### config.mk
export PLATFORM = sky130hd
export DESIGN_NAME = router_input_channel
export DESIGN_NICKNAME = d
export VERILOG_FILES = /design/src/rtl/noc_pkg.sv /design/src/rtl/vc_fifo.sv /design/src/rtl/router_input_channel.sv
export SDC_FILE = /design/constraint.sdc
export NUM_CORES = 1
export LEC_CHECK = 0
export ABC_AREA = 0
export CAP_MARGIN = 15
export CORE_MARGIN = 4
export CORE_UTILIZATION = 63
export CTS_CLUSTER_SIZE = 40
export DETAILED_ROUTE_END_ITERATION = 8
export PLACE_DENSITY = 0.84
export SKIP_CTS_REPAIR_TIMING = 1
export SLEW_MARGIN = 20
export SYNTH_ARGS = -nofsm -noshare
export SYNTH_HDL_FRONTEND = slang
export SYNTH_SLANG_ARGS = --single-unit
### constraint.sdc
create_clock -name clk -period 6.2 [get_ports clk]
set_input_delay 0.93 -clock clk [delete_from_list [all_inputs] [get_ports clk]]
set_output_delay 0.93 -clock clk [all_outputs]
set_load 0.005 [all_outputs]
### src/rtl/noc_pkg.sv
// Shared mesh-NoC definitions: header bit offsets (bit 0 is the packet MSB),
// hop-field width, output-port encodings and the default packet width.
package noc_pkg;

   localparam int NOC_PACKET_WIDTH = 64;

   localparam int HDR_VC      = 0;
   localparam int HDR_XDIR    = 1;
   localparam int HDR_YDIR    = 2;
   localparam int HDR_HOPX    = 8;
   localparam int HDR_HOPY    = 16;
   localparam int HDR_PAYLOAD = 32;
   localparam int HOP_W       = 8;

   typedef enum logic [2:0] {
      PORT_LOCAL = 3'd0,
      PORT_EAST  = 3'd1,
      PORT_WEST  = 3'd2,
      PORT_NORTH = 3'd3,
      PORT_SOUTH = 3'd4
   } port_e;

endpackage

### src/rtl/vc_fifo.sv
// Per-VC packet FIFO: DEPTH entries (power of two), naturally wrapping
// pointers, occupancy count one bit wider than the pointers.
module vc_fifo
   import noc_pkg::*;
#(
   parameter int PACKET_WIDTH = NOC_PACKET_WIDTH,
   parameter int DEPTH        = 4,
   localparam int AW          = $clog2(DEPTH),
   localparam int CW          = AW + 1
) (
   input  logic                    clk,
   input  logic                    rst_n,
   input  logic                    push,
   input  logic [0:PACKET_WIDTH-1] push_data,
   input  logic                    pop,
   output logic [CW-1:0]           count,
   output logic [0:PACKET_WIDTH-1] head
);

   logic [0:PACKET_WIDTH-1] r_mem [DEPTH];
   logic [AW-1:0]           r_wptr;
   logic [AW-1:0]           r_rptr;
   logic [CW-1:0]           r_count;

   // Storage is never reset; occupancy alone decides what is valid.
   always_ff @(posedge clk) begin
      if (push) r_mem[r_wptr] <= push_data;
   end

   always_ff @(posedge clk or negedge rst_n) begin
      if (!rst_n) begin
         r_wptr  <= '0;
         r_rptr  <= '0;
         r_count <= '0;
      end else begin
         if (push) r_wptr <= r_wptr + AW'(1);
         if (pop)  r_rptr <= r_rptr + AW'(1);
         case ({push, pop})
            2'b10:   r_count <= r_count + CW'(1);
            2'b01:   r_count <= r_count - CW'(1);
            default: r_count <= r_count;
         endcase
      end
   end

   assign count = r_count;
   assign head  = r_mem[r_rptr];

endmodule

### src/rtl/router_input_channel.sv
// Router input channel: si/ri receive, VC steering into two FIFOs, X-first
// look-ahead route with hop decrement. Optional counters: ROUTER_IN_STATS_EN.
module router_input_channel
   import noc_pkg::*;
#(
   parameter int PACKET_WIDTH = NOC_PACKET_WIDTH,
   parameter int DEPTH        = 4
) (
   input  logic                    clk,
   input  logic                    reset,
   input  logic                    polarity,
   input  logic                    si,
   output logic                    ri,
   input  logic [0:PACKET_WIDTH-1] di,
   output logic                    out_valid,
   output logic [0:PACKET_WIDTH-1] out_data,
   output logic [2:0]              out_req,
   input  logic                    out_grant,
   output logic                    drop_err
`ifdef ROUTER_IN_STATS_EN
   ,
   output logic [15:0]             stat_accept,
   output logic [15:0]             stat_drop
`endif
);

   localparam int CW = $clog2(DEPTH) + 1;
   localparam logic [CW-1:0] FULL = CW'(DEPTH);

   logic [CW-1:0]           w_cnt0, w_cnt1, w_cnt_ext, w_cnt_int;
   logic [0:PACKET_WIDTH-1] w_head0, w_head1, w_head;
   logic [HOP_W-1:0]        w_hop_x, w_hop_y;
   logic                    w_xfer, w_acc, w_drop, w_pop;
   logic                    r_drop_err;

   // External VC (link side) is FIFO[polarity]; internal VC is FIFO[~polarity].
   assign w_cnt_ext = polarity ? w_cnt1 : w_cnt0;
   assign w_cnt_int = polarity ? w_cnt0 : w_cnt1;
   assign w_head    = polarity ? w_head0 : w_head1;

   assign ri        = reset && (w_cnt_ext != FULL);
   assign w_xfer    = si && ri;
   assign w_acc     = w_xfer && (di[HDR_VC] == polarity);
   assign w_drop    = w_xfer && (di[HDR_VC] != polarity);
   assign out_valid = (w_cnt_int != '0);
   assign w_pop     = out_grant && out_valid;

   vc_fifo #(.PACKET_WIDTH(PACKET_WIDTH), .DEPTH(DEPTH)) u_fifo_vc0 (
      .clk       (clk),
      .rst_n     (reset),
      .push      (w_acc && !polarity),
      .push_data (di),
      .pop       (w_pop && polarity),
      .count     (w_cnt0),
      .head      (w_head0)
   );

   vc_fifo #(.PACKET_WIDTH(PACKET_WIDTH), .DEPTH(DEPTH)) u_fifo_vc1 (
      .clk       (clk),
      .rst_n     (reset),
      .push      (w_acc && polarity),
      .push_data (di),
      .pop       (w_pop && !polarity),
      .count     (w_cnt1),
      .head      (w_head1)
   );

   assign w_hop_x = w_head[HDR_HOPX +: HOP_W];
   assign w_hop_y = w_head[HDR_HOPY +: HOP_W];

   // Outputs are forced to zero/LOCAL when empty so stale storage never leaks.
   always_comb begin
      out_data = '0;
      out_req  = PORT_LOCAL;
      if (out_valid) begin
         out_data = w_head;
         if (w_hop_x != '0) begin
            out_req = w_head[HDR_XDIR] ? PORT_WEST : PORT_EAST;
            out_data[HDR_HOPX +: HOP_W] = w_hop_x - HOP_W'(1);
         end else if (w_hop_y != '0) begin
            out_req = w_head[HDR_YDIR] ? PORT_SOUTH : PORT_NORTH;
            out_data[HDR_HOPY +: HOP_W] = w_hop_y - HOP_W'(1);
         end
      end
   end

   always_ff @(posedge clk or negedge reset) begin
      if (!reset) r_drop_err <= 1'b0;
      else        r_drop_err <= w_drop;
   end

   assign drop_err = r_drop_err;

`ifdef ROUTER_IN_STATS_EN
   function automatic logic [15:0] sat_inc(input logic [15:0] v);
      return (v == 16'hFFFF) ? v : v + 16'd1;
   endfunction

   logic [15:0] r_stat_accept;
   logic [15:0] r_stat_drop;

   always_ff @(posedge clk or negedge reset) begin
      if (!reset) begin
         r_stat_accept <= '0;
         r_stat_drop   <= '0;
      end else begin
         if (w_acc)  r_stat_accept <= sat_inc(r_stat_accept);
         if (w_drop) r_stat_drop   <= sat_inc(r_stat_drop);
      end
   end

   assign stat_accept = r_stat_accept;
   assign stat_drop   = r_stat_drop;
`endif

endmodule

# Yosys cells after proc, flatten, opt, wreduce, memory -nomap -nowiden
# Memories as Yosys holds them, arrays and structs flattened.
# Index checks and enable logic that the tools add are counted.
totals:
  ramBits: 512
  output_inout_bits: 70
  n_memories: 2
  register_bits: 15
memory_table:
  columns: ["memory", "words", "width", "rd", "rd_clocked_by_memory_dff", "wr", "line_no", "source"]
  rows:
  - ["u_fifo_vc0.r_mem", 4, 64, 1, 0, 1, "vc_fifo.sv:20", "logic [0:PACKET_WIDTH-1] r_mem [DEPTH];"]
  - ["u_fifo_vc1.r_mem", 4, 64, 1, 0, 1, "vc_fifo.sv:20", null]
classes:
  eq_ne: 7
  reduce_logical: 15
  mux: 18
  n_addsub: 10
ops:
  columns: ["cell", "n"]
  rows:
  - ["$mux 64", 2]
  - ["$mux 8", 3]
  - ["$mux 3", 6]
  - ["$reduce_bool 8->1", 2]
  - ["$sub 8x1->8 const B", 2]
  - ["$pmux 3 s2", 2]
  - ["$logic_and 1x1->1", 9]
  - ["$add 2x1->2 const B", 4]
  - ["$add 3x1->3 const B", 2]
  - ["$sub 3x1->3 const B", 2]
  - ["$eq 2x1->1 const B", 2]
  - ["$eq 2x2->1 const B", 2]
  - ["$mux 1", 4]
  - ["$reduce_bool 2->1", 2]
  - ["$ne 3x3->1 const B", 1]
  - ["$reduce_bool 3->1", 1]
  - ["$mux 2", 1]
  - ["$eq 1x1->1", 1]
  - ["$logic_not 1->1", 1]
  - ["$ne 1x1->1", 1]

# Depth between registers and ports, before layout
logic_depth:
  depth_word: 8
  mapped_depth: 12
  mapped_depth_nobuf: 9

# Modules after synthesis
# From an unflattened synthesis, not the netlist that was laid out.
unflattened:
  cells_unflattened: 972
  hier_area_um2: 20938.8
by_module_without_submodules:
  columns: ["module", "area_each_um2", "n_inst", "cells_each", "seq_area_each_um2"]
  rows:
  - ["vc_fifo", 9618.0, 2, 368, 7862.5]
  - ["router_input_channel", 1702.9, 1, 236, 25.0]

# Worst setup path after synthesis
# Ideal clock, no wire load.
synth_path:
  path_type: "in2reg"
  start: "input polarity"
  end: "memory u_fifo_vc0.r_mem[0][0] (netlist bit), enable pin"
  cell_stages: 4
  n_path_buf: 2
  path_slack_ns: 2.086
  setup_ns: 0.429
  t_arrival_ns: 3.686
  required_time_ns: 5.771
  cell_sequence: "buf_2 > buf_2 > a2111oi_1 > and2_1"
synth_via:
  elab_chain_cells: 8
synth_rtl:
  columns: ["item", "line_no", "source"]
  rows:
  - ["start, declared", "router_input_channel.sv:11", "input logic polarity,"]
  - ["$mux 3", "router_input_channel.sv:37", "assign w_cnt_ext = polarity ? w_cnt1 : w_cnt0;"]
  - ["$ne 3x3->1", "router_input_channel.sv:41", "assign ri = reset && (w_cnt_ext != FULL);"]
  - ["$logic_and 1x1->1", "router_input_channel.sv:41", null]
  - ["$logic_and 1x1->1", "router_input_channel.sv:42", "assign w_xfer = si && ri;"]
  - ["$logic_and 1x1->1", "router_input_channel.sv:43", "assign w_acc = w_xfer && (di[HDR_VC] == polarity);"]
  - ["$logic_and 1x1->1 (*)", "router_input_channel.sv:51", ".push (w_acc && !polarity),"]
  - ["$mux 1 (*)", "vc_fifo.sv:27", "if (push) r_mem[r_wptr] <= push_data;"]
  - ["$mux 1 (not written as such) (*)", "vc_fifo.sv:27", null]
  - ["end, declared", "vc_fifo.sv:20", null]
# Mark *: on every way between the ends. The rest lies on a longest branch, timed or not.

# Worst setup path after layout
layout_path:
  start: "register u_fifo_vc1.r_rptr[0]"
  end: "output out_data[16] (netlist bit)"
layout_via:
  elab_chain_cells: 6
layout_rtl:
  columns: ["item", "line_no", "source"]
  rows:
  - ["start, declared", "vc_fifo.sv:22", "logic [AW-1:0] r_rptr;"]
  - ["start signal, assigned", "vc_fifo.sv:37", "if (pop) r_rptr <= r_rptr + AW'(1);"]
  - ["$mem_v2 4x64 (*)", null, null]
  - ["$mux 64 (*)", "router_input_channel.sv:39", "assign w_head = polarity ? w_head0 : w_head1;"]
  - ["$sub 8x1->8 or $reduce_bool 8->1 (tied branches)", "router_input_channel.sv:82, router_input_channel.sv:80", null]
  - ["$mux 8", "router_input_channel.sv:80", "end else if (w_hop_y != '0) begin"]
  - ["$mux 8 (*)", "router_input_channel.sv:77", "if (w_hop_x != '0) begin"]
  - ["$mux 64 (*)", "router_input_channel.sv:75", "if (out_valid) begin"]
  - ["end, declared", "router_input_channel.sv:16", "output logic [0:PACKET_WIDTH-1] out_data,"]
# Marked as above.

==> flow_metrics.py <==
metrics = {
    "floorplanning": {
        "start_util": 0.639,
        "coreArea_sq_um": 32500,
        "fp.dieH_um": 190,
        "num_rows": 66,
        "die_w_um": 190,
        "fp.dieArea_sq_um": 36000,
        "io_pins": 139,
    },
    "timing": {
        "tns_ns": 0,
        "worst_pin_slew_ns": 1.01,
        "skew_ns": 0.0115,
        "rsz0062_at_grt": "no",
        "timing.final.crit_share": 0.906,
        "finalSetupViolCount": 0,
        "drv_slew": 0,
        "fin_hold_ws_ns": 0.531,
        "max_freq_ghz": 0.178,
        "min_period_ns": 5.61,
        "max-slew-margin-rel": 0.326,
        "hold_viol": 0,
    },
    "place": {
        "port_buffers": 138,
        "gp_congestion": 0.830,
        "hpwl_um": 24100,
    },
    "global_routing": {
        "grt_pass1_vias": 10800,
        "grt_pass1_wl_um": 66900,
        "grt_max_degree": 57,
        "grtUsageTotal": 0.249,
        "antenna_found_initial": 5,
        "overflow": 0,
    },
    "detailed_routing": {
        "wl_per_cell_um": 26.5,
        "vias": 10400,
        "drtAntennaViolNets": 0,
        "drtIter0Drc": 1083,
        "viasPerCell": 6.27,
        "drc": 0,
        "routed_wl_um": 44100,
        "firstDrtPassIters": 5,
    },
    "clocking": {
        "htreeDepth": 2,
        "clock-sinks": 527,
        "clk_pin_slew_ns": 0.06,
        "cts_buffers": 50,
        "ctsLongestPathBuffers": 3,
        "insertion_delay_ns": 0.56,
        "cts_tree": "built",
        "root_buffer": "clkbuf_16",
    },
    "layout": {
        "final_common_cell": "edfxtp_1",
        "fill_cells": 1869,
        "drive_above_1_share": 0.181,
        "synthToLayoutAreaGrowth_pct": 16.9,
        "final_cell_mix": "512 x edfxtp_1, 137 x clkdlybuf4s50_1, 111 x mux4_2",
        "postLayoutCoreUtil": 0.747,
        "nNetsFinal": 1263,
    },
    "run_status": {
        "status": "finished clean",
    },
    "yosys": {
        "synthCells": 1021,
        "netlist-cell-type-count": 51,
        "synth-edff-count": 512,
        "synthArstFlopShare": 0.0285,
        "syn-cell-area_sq_um": 20800,
        "ys_seq_area_frac": 0.757,
        "syn_nets": 1103,
        "synth_ff_type": "edfxtp_1",
        "yosys_register_bits": 527,
        "postSynthAreaPerCell_sq_um": 20.4,
        "yosys_warnings": 0,
    },
    "pwr": {
        "switching_share": 0.278,
        "ir_drop_mv": 0.270,
        "pwr-share-seq": 0.427,
        "powerDensity_nw_per_um2": 417,
        "p_leak_uw": 0.00807,
        "clockPowerShare": 0.293,
        "pwr-share-comb": 0.279,
        "p_int_uw": 7320,
        "power.total_uw": 10100,
        "switchingPower_uw": 2820,
    },
    "job": {
        "drv_cap": 0,
    },
    "min_path": {
        "hold_path_class": "reg2reg",
    },
    "critical_path": {
        "worstPathArrival_ns": 4.68,
        "critPathKind": "reg2out",
        "critPathLaunchType": "register",
        "critPathCaptureType": "output port",
        "critical_path.max_fanout": 31,
        "required_ns": 5.27,
    },
}
-- power by group through the flow --
| stage | clock network [uW] | logic [uW] | registers [uW] |
|---|---|---|---|
| floorplan | 0 | 1860 | 4180 |
| global placement | 0 | 2750 | 4390 |
| detailed placement | 0 | 2820 | 4410 |
| CTS | 3010 | 2860 | 4340 |
| global route | 3190 | 3060 | 4360 |
| finish | 2970 | 2830 | 4330 |
-- routing by layer --
| layer | share of wire | routed length (um) | global-route usage |
|---|---|---|---|
| met5 | 0.0014 | 62 | 0 |
| met1 | 0.40 | 17500 | 0.359 |
| met3 | 0.078 | 3460 | 0.0497 |
| met2 | 0.50 | 22100 | 0.403 |
| met4 | 0.023 | 1010 | 0.0684 |
-- synth_stat cells, drive strengths merged (2+ instances only) --
library cell,instances,area [sq um]
nand2b,7,43.8
and2,10,62.6
o21ai,8,40.0
inv,13,48.8
ha,11,138
a21o,6,45.0
and3,3,18.8
nor4,2,12.5
nand3,7,35.0
nand4,4,25.0
fa,2,40.0
a211oi,2,15.0
buf,30,145
o211ai,2,15.0
mux4,111,2500
or2,3,18.8
dfrtp,15,375
a31oi,2,12.5
nand2,22,82.6
nand4b,3,26.3
or3b,2,17.5
xnor2,11,96.3
xor2,4,35.0
o221ai,3,26.3
mux2,8,90.1
edfxtp,512,15400
o21a,3,22.5
a21oi,15,75.1
o22ai,5,31.3
clkbuf,21,78.8
nor3,7,40.0
nor2,71,267
mux2i,84,841
-- worst paths after layout --
check	start	slack [ns]	to	cells past startpoint
min in group asynchronous	reset	0.84	u_fifo_vc0.count[1]	1
worst min-delay path	u_fifo_vc0.count[2]	0.53	u_fifo_vc0.count[2]	1
worst max register to register	u_fifo_vc1.count[1]	3.58	u_fifo_vc1.r_mem[2][55]	4
worst max-delay path	u_fifo_vc1.r_rptr[0]	0.59	out_data[16]	9
max in group asynchronous	reset	4.77	u_fifo_vc1.r_rptr[1]	1
worst min register to register	u_fifo_vc0.count[2]	0.53	u_fifo_vc0.count[2]	1
-- flip-flops by register name, summed over array words and instances, names as in the netlist --
name,count
u_fifo_vc1.r_mem,256
u_fifo_vc0.r_mem,256
u_fifo_vc1.r_rptr,2
u_fifo_vc1.r_wptr,2
drop_err,1
u_fifo_vc0.r_rptr,2
u_fifo_vc0.count,3
u_fifo_vc1.count,3
u_fifo_vc0.r_wptr,2
-- through the flow --
stage | setup WS [ns] | cells | instance area, sq um
floorplan | 2.09 | 1021 | 20800
global placement | 0.994 | 1571 | 22700
detailed placement | 0.854 | 1571 | 22700
CTS | 0.517 | 1660 | 24300
global route | 0.182 | 1661 | 24300
finish | 0.585 | 1661 | 24300
-- logic make-up after synthesis --
group / Yosys count / synth area share
DFF: 527 / 0.757
muxes: 203 / 0.165
and+or+nand+nor: 144 / 0.0322
buffers and inverters: 64 / 0.0131
AOI/OAI and AO/OA: 55 / 0.0175
xor gates and xnor gates: 15 / 0.00632
adders and majority gates: 13 / 0.00854
-- critical path, cell delays in order, from the launching register on --
cell	delay (ns)
dfrtp_4	0.85
mux4_2	0.58
mux2i_1	0.33
ha_1	0.26
o21a_1	0.21
o21ai_1	0.15
nor3_2	0.62
nand4b_1	0.27
mux2_1	0.39
clkdlybuf4s50_1	0.45
-- area by class of cell --
class | count | area, sq um | share of cell area
repair buffers | 159 | 1540 | 0.0634
clock buffers | 65 | 1330 | 0.0547
clock inverters | 24 | 270 | 0.0111
multi-input cells | 430 | 4790 | 0.197
well taps | 442 | 553 | 0.0228
diodes | 1 | 2.50 | 0.000103
inverters | 13 | 48.8 | 0.00201
flip-flops and latches | 527 | 15800 | 0.649
Power figures use the tool's default switching activity.
